### src/rtl/lock_access_ctrl_if.sv
// rtl/lock_access_ctrl_if.sv - keypad/actuator signal bundle for the code lock controller.
// Optional LOCK_PROG_EN adds the code programming pair.
interface lock_access_ctrl_if #(
`ifdef LOCK_PROG_EN
    parameter int CODE_LEN = 4,
`endif
    parameter int MAX_FAIL = 3
);
    logic                            bit_valid;
    logic                            bit_in;
    logic                            abort;
    logic                            unlock;
    logic                            lockout;
    logic                            attempt_done;
    logic                            attempt_ok;
    logic [$clog2(MAX_FAIL+1)-1:0]   fail_cnt;
`ifdef LOCK_PROG_EN
    logic                            prog_valid;
    logic [CODE_LEN-1:0]             prog_code;

    modport master (
        output bit_valid, bit_in, abort, prog_valid, prog_code,
        input  unlock, lockout, attempt_done, attempt_ok, fail_cnt
    );
    modport slave (
        input  bit_valid, bit_in, abort, prog_valid, prog_code,
        output unlock, lockout, attempt_done, attempt_ok, fail_cnt
    );
`else
    modport master (
        output bit_valid, bit_in, abort,
        input  unlock, lockout, attempt_done, attempt_ok, fail_cnt
    );
    modport slave (
        input  bit_valid, bit_in, abort,
        output unlock, lockout, attempt_done, attempt_ok, fail_cnt
    );
`endif
endinterface

### src/rtl/lock_access_ctrl.sv
// rtl/lock_access_ctrl.sv - serial code lock sequencer: framing, compare, unlock window, lockout.
// Define LOCK_PROG_EN to make the code reprogrammable while the door is open.
module lock_access_ctrl #(
    parameter int              CODE_LEN    = 4,
    parameter logic [CODE_LEN-1:0] CODE    = 4'b1011,
    parameter int              MAX_FAIL    = 3,
    parameter int              UNLOCK_CYC  = 8,
    parameter int              LOCKOUT_CYC = 16
) (
    input  logic               clk,
    input  logic               rst_n,
    lock_access_ctrl_if.slave  bus
);
    localparam int FW    = $clog2(MAX_FAIL + 1);
    localparam int BW    = $clog2(CODE_LEN + 1);
    localparam int T_MAX = (UNLOCK_CYC > LOCKOUT_CYC) ? UNLOCK_CYC : LOCKOUT_CYC;
    localparam int TW    = $clog2(T_MAX + 1);

    typedef enum logic [2:0] {
        IDLE    = 3'd0,
        COLLECT = 3'd1,
        CHECK   = 3'd2,
        OPEN    = 3'd3,
        LOCKOUT = 3'd4
    } state_t;

    state_t              state_q, state_d;
    logic [CODE_LEN-1:0] shift_q, shift_d;
    logic [BW-1:0]       bit_cnt_q, bit_cnt_d;
    logic [TW-1:0]       timer_q, timer_d;
    logic [FW-1:0]       fail_cnt_q, fail_cnt_d;
    logic                unlock_q, unlock_d;
    logic                lockout_q, lockout_d;
    logic                done_q, done_d;
    logic                ok_q, ok_d;
    logic [CODE_LEN-1:0] code;
    logic                match;

`ifdef LOCK_PROG_EN
    logic [CODE_LEN-1:0] code_q;

    // Reprogramming is only trusted while the door is open after a valid code.
    always_ff @(posedge clk or negedge rst_n) begin
        if (!rst_n) begin
            code_q <= CODE;
        end else if (state_q == OPEN && bus.prog_valid) begin
            code_q <= bus.prog_code;
        end
    end
    assign code = code_q;
`else
    assign code = CODE;
`endif

    assign match = (shift_q == code);

    always_ff @(posedge clk or negedge rst_n) begin
        if (!rst_n) begin
            state_q    <= IDLE;
            shift_q    <= '0;
            bit_cnt_q  <= '0;
            timer_q    <= '0;
            fail_cnt_q <= '0;
            unlock_q   <= 1'b0;
            lockout_q  <= 1'b0;
            done_q     <= 1'b0;
            ok_q       <= 1'b0;
        end else begin
            state_q    <= state_d;
            shift_q    <= shift_d;
            bit_cnt_q  <= bit_cnt_d;
            timer_q    <= timer_d;
            fail_cnt_q <= fail_cnt_d;
            unlock_q   <= unlock_d;
            lockout_q  <= lockout_d;
            done_q     <= done_d;
            ok_q       <= ok_d;
        end
    end

    always_comb begin
        state_d    = state_q;
        shift_d    = shift_q;
        bit_cnt_d  = bit_cnt_q;
        timer_d    = timer_q;
        fail_cnt_d = fail_cnt_q;
        done_d     = 1'b0;
        ok_d       = 1'b0;

        case (state_q)
            IDLE, COLLECT: begin
                if (bus.abort) begin
                    state_d   = IDLE;
                    shift_d   = '0;
                    bit_cnt_d = '0;
                end else if (bus.bit_valid) begin
                    shift_d   = (shift_q << 1) | CODE_LEN'(bus.bit_in);
                    bit_cnt_d = bit_cnt_q + 1'b1;
                    state_d   = (bit_cnt_q == BW'(CODE_LEN - 1)) ? CHECK : COLLECT;
                end
            end
            CHECK: begin
                done_d = 1'b1;
                ok_d   = match;
                if (match) begin
                    fail_cnt_d = '0;
                    state_d    = OPEN;
                    timer_d    = TW'(UNLOCK_CYC - 1);
                end else begin
                    fail_cnt_d = fail_cnt_q + 1'b1;
                    if (fail_cnt_q + 1'b1 == FW'(MAX_FAIL)) begin
                        state_d = LOCKOUT;
                        timer_d = TW'(LOCKOUT_CYC - 1);
                    end else begin
                        state_d = IDLE;
                    end
                end
            end
            OPEN: begin
                if (timer_q == '0) begin
                    state_d = IDLE;
                end else begin
                    timer_d = timer_q - 1'b1;
                end
            end
            LOCKOUT: begin
                if (timer_q == '0) begin
                    state_d    = IDLE;
                    fail_cnt_d = '0;
                end else begin
                    timer_d = timer_q - 1'b1;
                end
            end
            default: begin
                state_d = IDLE;
            end
        endcase

        // Any path back to IDLE starts the next attempt from an empty frame.
        if (state_d == IDLE) begin
            bit_cnt_d = '0;
        end

        unlock_d  = (state_d == OPEN);
        lockout_d = (state_d == LOCKOUT);
    end

    assign bus.unlock       = unlock_q;
    assign bus.lockout      = lockout_q;
    assign bus.attempt_done = done_q;
    assign bus.attempt_ok   = ok_q;
    assign bus.fail_cnt     = fail_cnt_q;

endmodule
### src/flat_wrapper.sv
// flat-port wrapper written by rule: the top's interface ports become plain ports
module lock_access_ctrl_flat 
#(
    parameter int              CODE_LEN    = 4,
    parameter logic [CODE_LEN-1:0] CODE    = 4'b1011,
    parameter int              MAX_FAIL    = 3,
    parameter int              UNLOCK_CYC  = 8,
    parameter int              LOCKOUT_CYC = 16
)
  (clk, rst_n, bus_bit_valid, bus_bit_in, bus_abort, bus_unlock, bus_lockout, bus_attempt_done, bus_attempt_ok, bus_fail_cnt);
  lock_access_ctrl_if #(.MAX_FAIL(MAX_FAIL)) bus_i ();
  input  logic clk;
  input  logic rst_n;
  input wire logic [$bits(bus_i.bit_valid)-1:0] bus_bit_valid;
  input wire logic [$bits(bus_i.bit_in)-1:0] bus_bit_in;
  input wire logic [$bits(bus_i.abort)-1:0] bus_abort;
  output wire logic [$bits(bus_i.unlock)-1:0] bus_unlock;
  output wire logic [$bits(bus_i.lockout)-1:0] bus_lockout;
  output wire logic [$bits(bus_i.attempt_done)-1:0] bus_attempt_done;
  output wire logic [$bits(bus_i.attempt_ok)-1:0] bus_attempt_ok;
  output wire logic [$bits(bus_i.fail_cnt)-1:0] bus_fail_cnt;
  assign bus_i.bit_valid = bus_bit_valid;
  assign bus_i.bit_in = bus_bit_in;
  assign bus_i.abort = bus_abort;
  assign bus_unlock = bus_i.unlock;
  assign bus_lockout = bus_i.lockout;
  assign bus_attempt_done = bus_i.attempt_done;
  assign bus_attempt_ok = bus_i.attempt_ok;
  assign bus_fail_cnt = bus_i.fail_cnt;
  lock_access_ctrl #(.CODE_LEN(CODE_LEN), .CODE(CODE), .MAX_FAIL(MAX_FAIL), .UNLOCK_CYC(UNLOCK_CYC), .LOCKOUT_CYC(LOCKOUT_CYC)) u_core (.clk(clk), .rst_n(rst_n), .bus(bus_i));
endmodule
### config.mk
export PLATFORM = sky130hd
export DESIGN_NAME = lock_access_ctrl_flat
export DESIGN_NICKNAME = d
export VERILOG_FILES = /design/src/rtl/lock_access_ctrl_if.sv /design/src/rtl/lock_access_ctrl.sv /design/src/flat_wrapper.sv
export SDC_FILE = /design/constraint.sdc
export NUM_CORES = 1
export LEC_CHECK = 0
export CAP_MARGIN = 20
export CORE_MARGIN = 3
export CORE_UTILIZATION = 55
export DETAILED_ROUTE_END_ITERATION = 12
export PLACE_DENSITY = 0.75
export SLEW_MARGIN = 0
export SYNTH_ARGS = -nofsm -noshare
export SYNTH_HDL_FRONTEND = slang
export SYNTH_SLANG_ARGS = --single-unit
export TNS_END_PERCENT = 50
### constraint.sdc
create_clock -name clk -period 2.6 [get_ports clk]
set_clock_uncertainty 0.2 [all_clocks]
set_input_delay 0.52 -clock clk [delete_from_list [all_inputs] [get_ports clk]]
set_output_delay 0.52 -clock clk [all_outputs]
set_load 0.03 [all_outputs]
==> results.py <==
metrics = {
    "clock_tree": {
        "root_buffer_cell": "sky130_fd_sc_hd__clkbuf_4",
        "clock_buffer_depth": 2,
        "cts_sinks": 21,
        "cts-hold-fix-buffers": 0,
        "tritoncts.num_buffers": 3,
        "htree_num_levels": 1,
        "cts_repair_resize_count": 0,
        "post-cts-setup-buffers": 0,
        "insertion_delay_ps": 300,
        "cts_tree": "built",
        "clk_pin_slew_ps": 110,
    },
    "global_route": {
        "first_global_vias": 908,
        "grt_pass1_wl_mm": 4.022,
        "grt_start_max_net_pins": 22,
        "total_routing_usage_reported_by_global_routing_pct": 20.51,
        "grt_antenna_before_repair": 0,
        "grt-ovfl-total": 0,
    },
    "critical_path": {
        "cp_max_fo": 10,
        "path_buf_inv": 1,
        "timing.critical_path.arrival_ps": 2230,
        "worstSetupPathType": "reg -> reg",
        "path_cells": "inv_1, ha_1, or4b_4, o21a_1, nor2_4, mux2_1",
        "setup.worst_path.end_class": "register",
        "critical-path-top-delay-family": "simple AND/OR/NAND/NOR gates",
        "critical_path.startpoint_type": "register",
        "crit_required_ps": 2590,
        "r2r_slack_ps": 360,
        "crit_path_top_delay_cell": "sky130_fd_sc_hd__or4b_4",
        "critPathMaxStageDelay_ps": 460,
    },
    "final_layout": {
        "layout-drive-gt1-share_pct": 11.57,
        "finish.utilization_pct": 70.27,
        "design.final.nets": 132,
        "antennaDiodeCount": 0,
        "layout.cells.non_filler": 146,
        "synthToLayoutAreaGrowth_pct": 12.90,
    },
    "route": {
        "route.detailed.vias_per_inst": 5.993,
        "routed_wl_mm": 2.243,
        "dr.first_iter.drc_count": 14,
        "final_antenna_net_count": 0,
        "vias": 875,
        "drt-pass1-iter-count": 4,
        "wl_per_cell_um": 15.36,
        "drc": 0,
    },
    "synthesis": {
        "ys_seq_elements": 21,
        "synth_most_common_cell": "sky130_fd_sc_hd__dfrtp_1",
        "yosys.area.top_type_share_pct": 45.90,
        "synth_edf_count": 0,
        "post_synth_instance_area_um2": 1145,
        "postSynth.topFlopCell": "sky130_fd_sc_hd__dfrtp_1",
        "synth.avg_cell_area_um2": 10.50,
        "synth_cell_type_count": 39,
        "synthTopCellsByArea": "sky130_fd_sc_hd__dfrtp_1 46%, sky130_fd_sc_hd__ha_1 5.5%, sky130_fd_sc_hd__nand2_1 3.6%",
        "synth.largest_area_cell": "sky130_fd_sc_hd__dfrtp_1",
        "ys.warnings.count": 0,
        "syn_inst": 109,
        "most_used_standard_cells_in_the_synthesized_netlist": "21 x sky130_fd_sc_hd__dfrtp_1, 11 x sky130_fd_sc_hd__nand2_1, 8 x sky130_fd_sc_hd__nor2_1, 6 x sky130_fd_sc_hd__o21ai_0",
        "postSynthNetCount": 119,
        "synth_async_sr_flop_share_pct": 100.0,
        "ys_seq_area_share_pct": 45.90,
    },
    "flow_run": {
        "timing.max_cap.violations": 0,
    },
    "timing": {
        "grt_setup_unrepaired": "false",
        "setup_total_neg_slack_ps": 0,
        "tightest_slew_margin_relative_to_the_limit_pct": 55.73,
        "finalSetupViolCount": 0,
        "max_slew.worst_pin.slew_ps": 657.1,
        "fin_crit_sh_pct": 86.11,
        "min_period_ps": 2239,
        "final-hold-violation-count": 0,
        "timing.final.max_slew_violations": 0,
        "achievable-frequency_mhz": 446.7,
    },
    "run_status": {
        "status": "complete, no violations",
    },
    "placement": {
        "gp_congestion": 0.8096,
        "dp_hpwl_mm": 1.714,
        "placed_cells_incl_taps": 142,
        "port_buffers": 10,
    },
    "power": {
        "p_leak_uw": 0.0005902,
        "power_density_nw_per_um2": 409.0,
        "vdd_drop_max_mv": 0.3775,
    },
    "floorplanning": {
        "floorplan.die_area_um2": 2665,
        "fp-row-count": 15,
        "start_util_pct": 62.24,
        "die_h_um": 51.63,
        "boundaryPins": 11,
        "die_boundary_width_um": 51.63,
        "floorplan.core_area_um2": 1839,
    },
    "hold_path": {
        "min-delay-path-class": "reg -> reg",
    },
}
metal layers:
metal / up-vias / GRT usage [%] / routed length, µm
met5: - / 0 / 0
met4: 0 / 10.04 / 24
met3: 2 / 4.298 / 109
met2: 24 / 34.53 / 1096
met1: 426 / 24.77 / 1012
li1: 423 / - / -
final timing paths:
check                                                 from                              end  depth (start not counted)
max                          u_core.timer_q[0]$_DFFE_PN0P_    u_core.timer_q[1]$_DFFE_PN0P_                          6
min                        u_core.bit_cnt_q[2]$_DFFE_PN0P_  u_core.bit_cnt_q[2]$_DFFE_PN0P_                          2
max reg2reg                  u_core.timer_q[0]$_DFFE_PN0P_    u_core.timer_q[1]$_DFFE_PN0P_                          6
min reg2reg                u_core.bit_cnt_q[2]$_DFFE_PN0P_  u_core.bit_cnt_q[2]$_DFFE_PN0P_                          2
max in group asynchronous                            rst_n    u_core.timer_q[1]$_DFFE_PN0P_                          2
min in group asynchronous                            rst_n      u_core.state_q[1]$_DFF_PN0_                          2
area by class of cell:
| class | count | area (µm²) |
|---|---|---|
| clock buffer | 4 | 26.28 |
| tap | 25 | 31.28 |
| timing repair buffer | 12 | 115.1 |
| inverter | 5 | 18.77 |
| sequential | 21 | 525.5 |
| multi-input combinational | 79 | 575.6 |
| fill | 154 | 546.8 |
report_power, final:
part | internal [µW] | switching (µW)
logic | 17.1 | 20.0
clock network | 59.8 | 93.1
registers | 331 | 7.36
total | 408 | 121
worst min-delay path: cells and delay by family (launching register included):
family	cells	cell delay, ps
AOI/OAI and AO/OA	1	60
DFF	1	360
and+or+nand+nor	1	80
stage by stage:
| step | setup slack (ps) | hold WS [ps] | instance area [µm²] | total power (µW) |
|---|---|---|---|---|
| 3_5_place_dp | 380.7 | 310.9 | 1266 | 382.4 |
| 6_report | 361.2 | 328.1 | 1292 | 528.6 |
| 3_3_place_gp | 455.7 | 299.2 | 1266 | 381.3 |
| 4_1_cts | 368.6 | 333.3 | 1292 | 533.5 |
| 2_1_floorplan | 546.0 | 24.41 | 1145 | 360.3 |
| 5_1_grt | 261.6 | 351.7 | 1292 | 552.8 |
sequential cells by signal, indices dropped and copies added, names as in the netlist:
| register | flops |
|---|---|
| u_core.bus.attempt_done | 1 |
| u_core.timer_q | 5 |
| u_core.bus.fail_cnt | 2 |
| u_core.bus.lockout | 1 |
| u_core.bit_cnt_q | 3 |
| u_core.state_q | 3 |
| u_core.shift_q | 4 |
| u_core.bus.unlock | 1 |
| u_core.bus.attempt_ok | 1 |
kinds of logic after synthesis:
logic type	after synthesis	synth area share (%)
AND/OR/NAND/NOR	44	23.82
AO/OA/AOI/OAI	26	17.38
flip-flops	21	45.90
buffers and inverters	9	3.825
adder cells (fa/ha/maj)	5	5.464
multiplexers	4	3.607
placed cells by master (no fill, tap or decap), types with 2 or more instances in the layout:
cell and instances:
sky130_fd_sc_hd__and2_1 2, sky130_fd_sc_hd__nor3b_2 2, sky130_fd_sc_hd__nand3_1 2, sky130_fd_sc_hd__dfrtp_1 21
sky130_fd_sc_hd__buf_4 2, sky130_fd_sc_hd__o21ai_0 6, sky130_fd_sc_hd__ha_1 5, sky130_fd_sc_hd__inv_1 5
sky130_fd_sc_hd__nor2b_1 2, sky130_fd_sc_hd__a22o_1 4, sky130_fd_sc_hd__a21oi_1 5, sky130_fd_sc_hd__nor4_1 2
sky130_fd_sc_hd__nor3_1 3, sky130_fd_sc_hd__clkdlybuf4s50_1 10, sky130_fd_sc_hd__nand2_1 11, sky130_fd_sc_hd__o21a_1 2
sky130_fd_sc_hd__mux2i_1 3, sky130_fd_sc_hd__clkbuf_4 3, sky130_fd_sc_hd__nor2_1 8, sky130_fd_sc_hd__nand2b_1 3
Power figures use the tool's default switching activity.
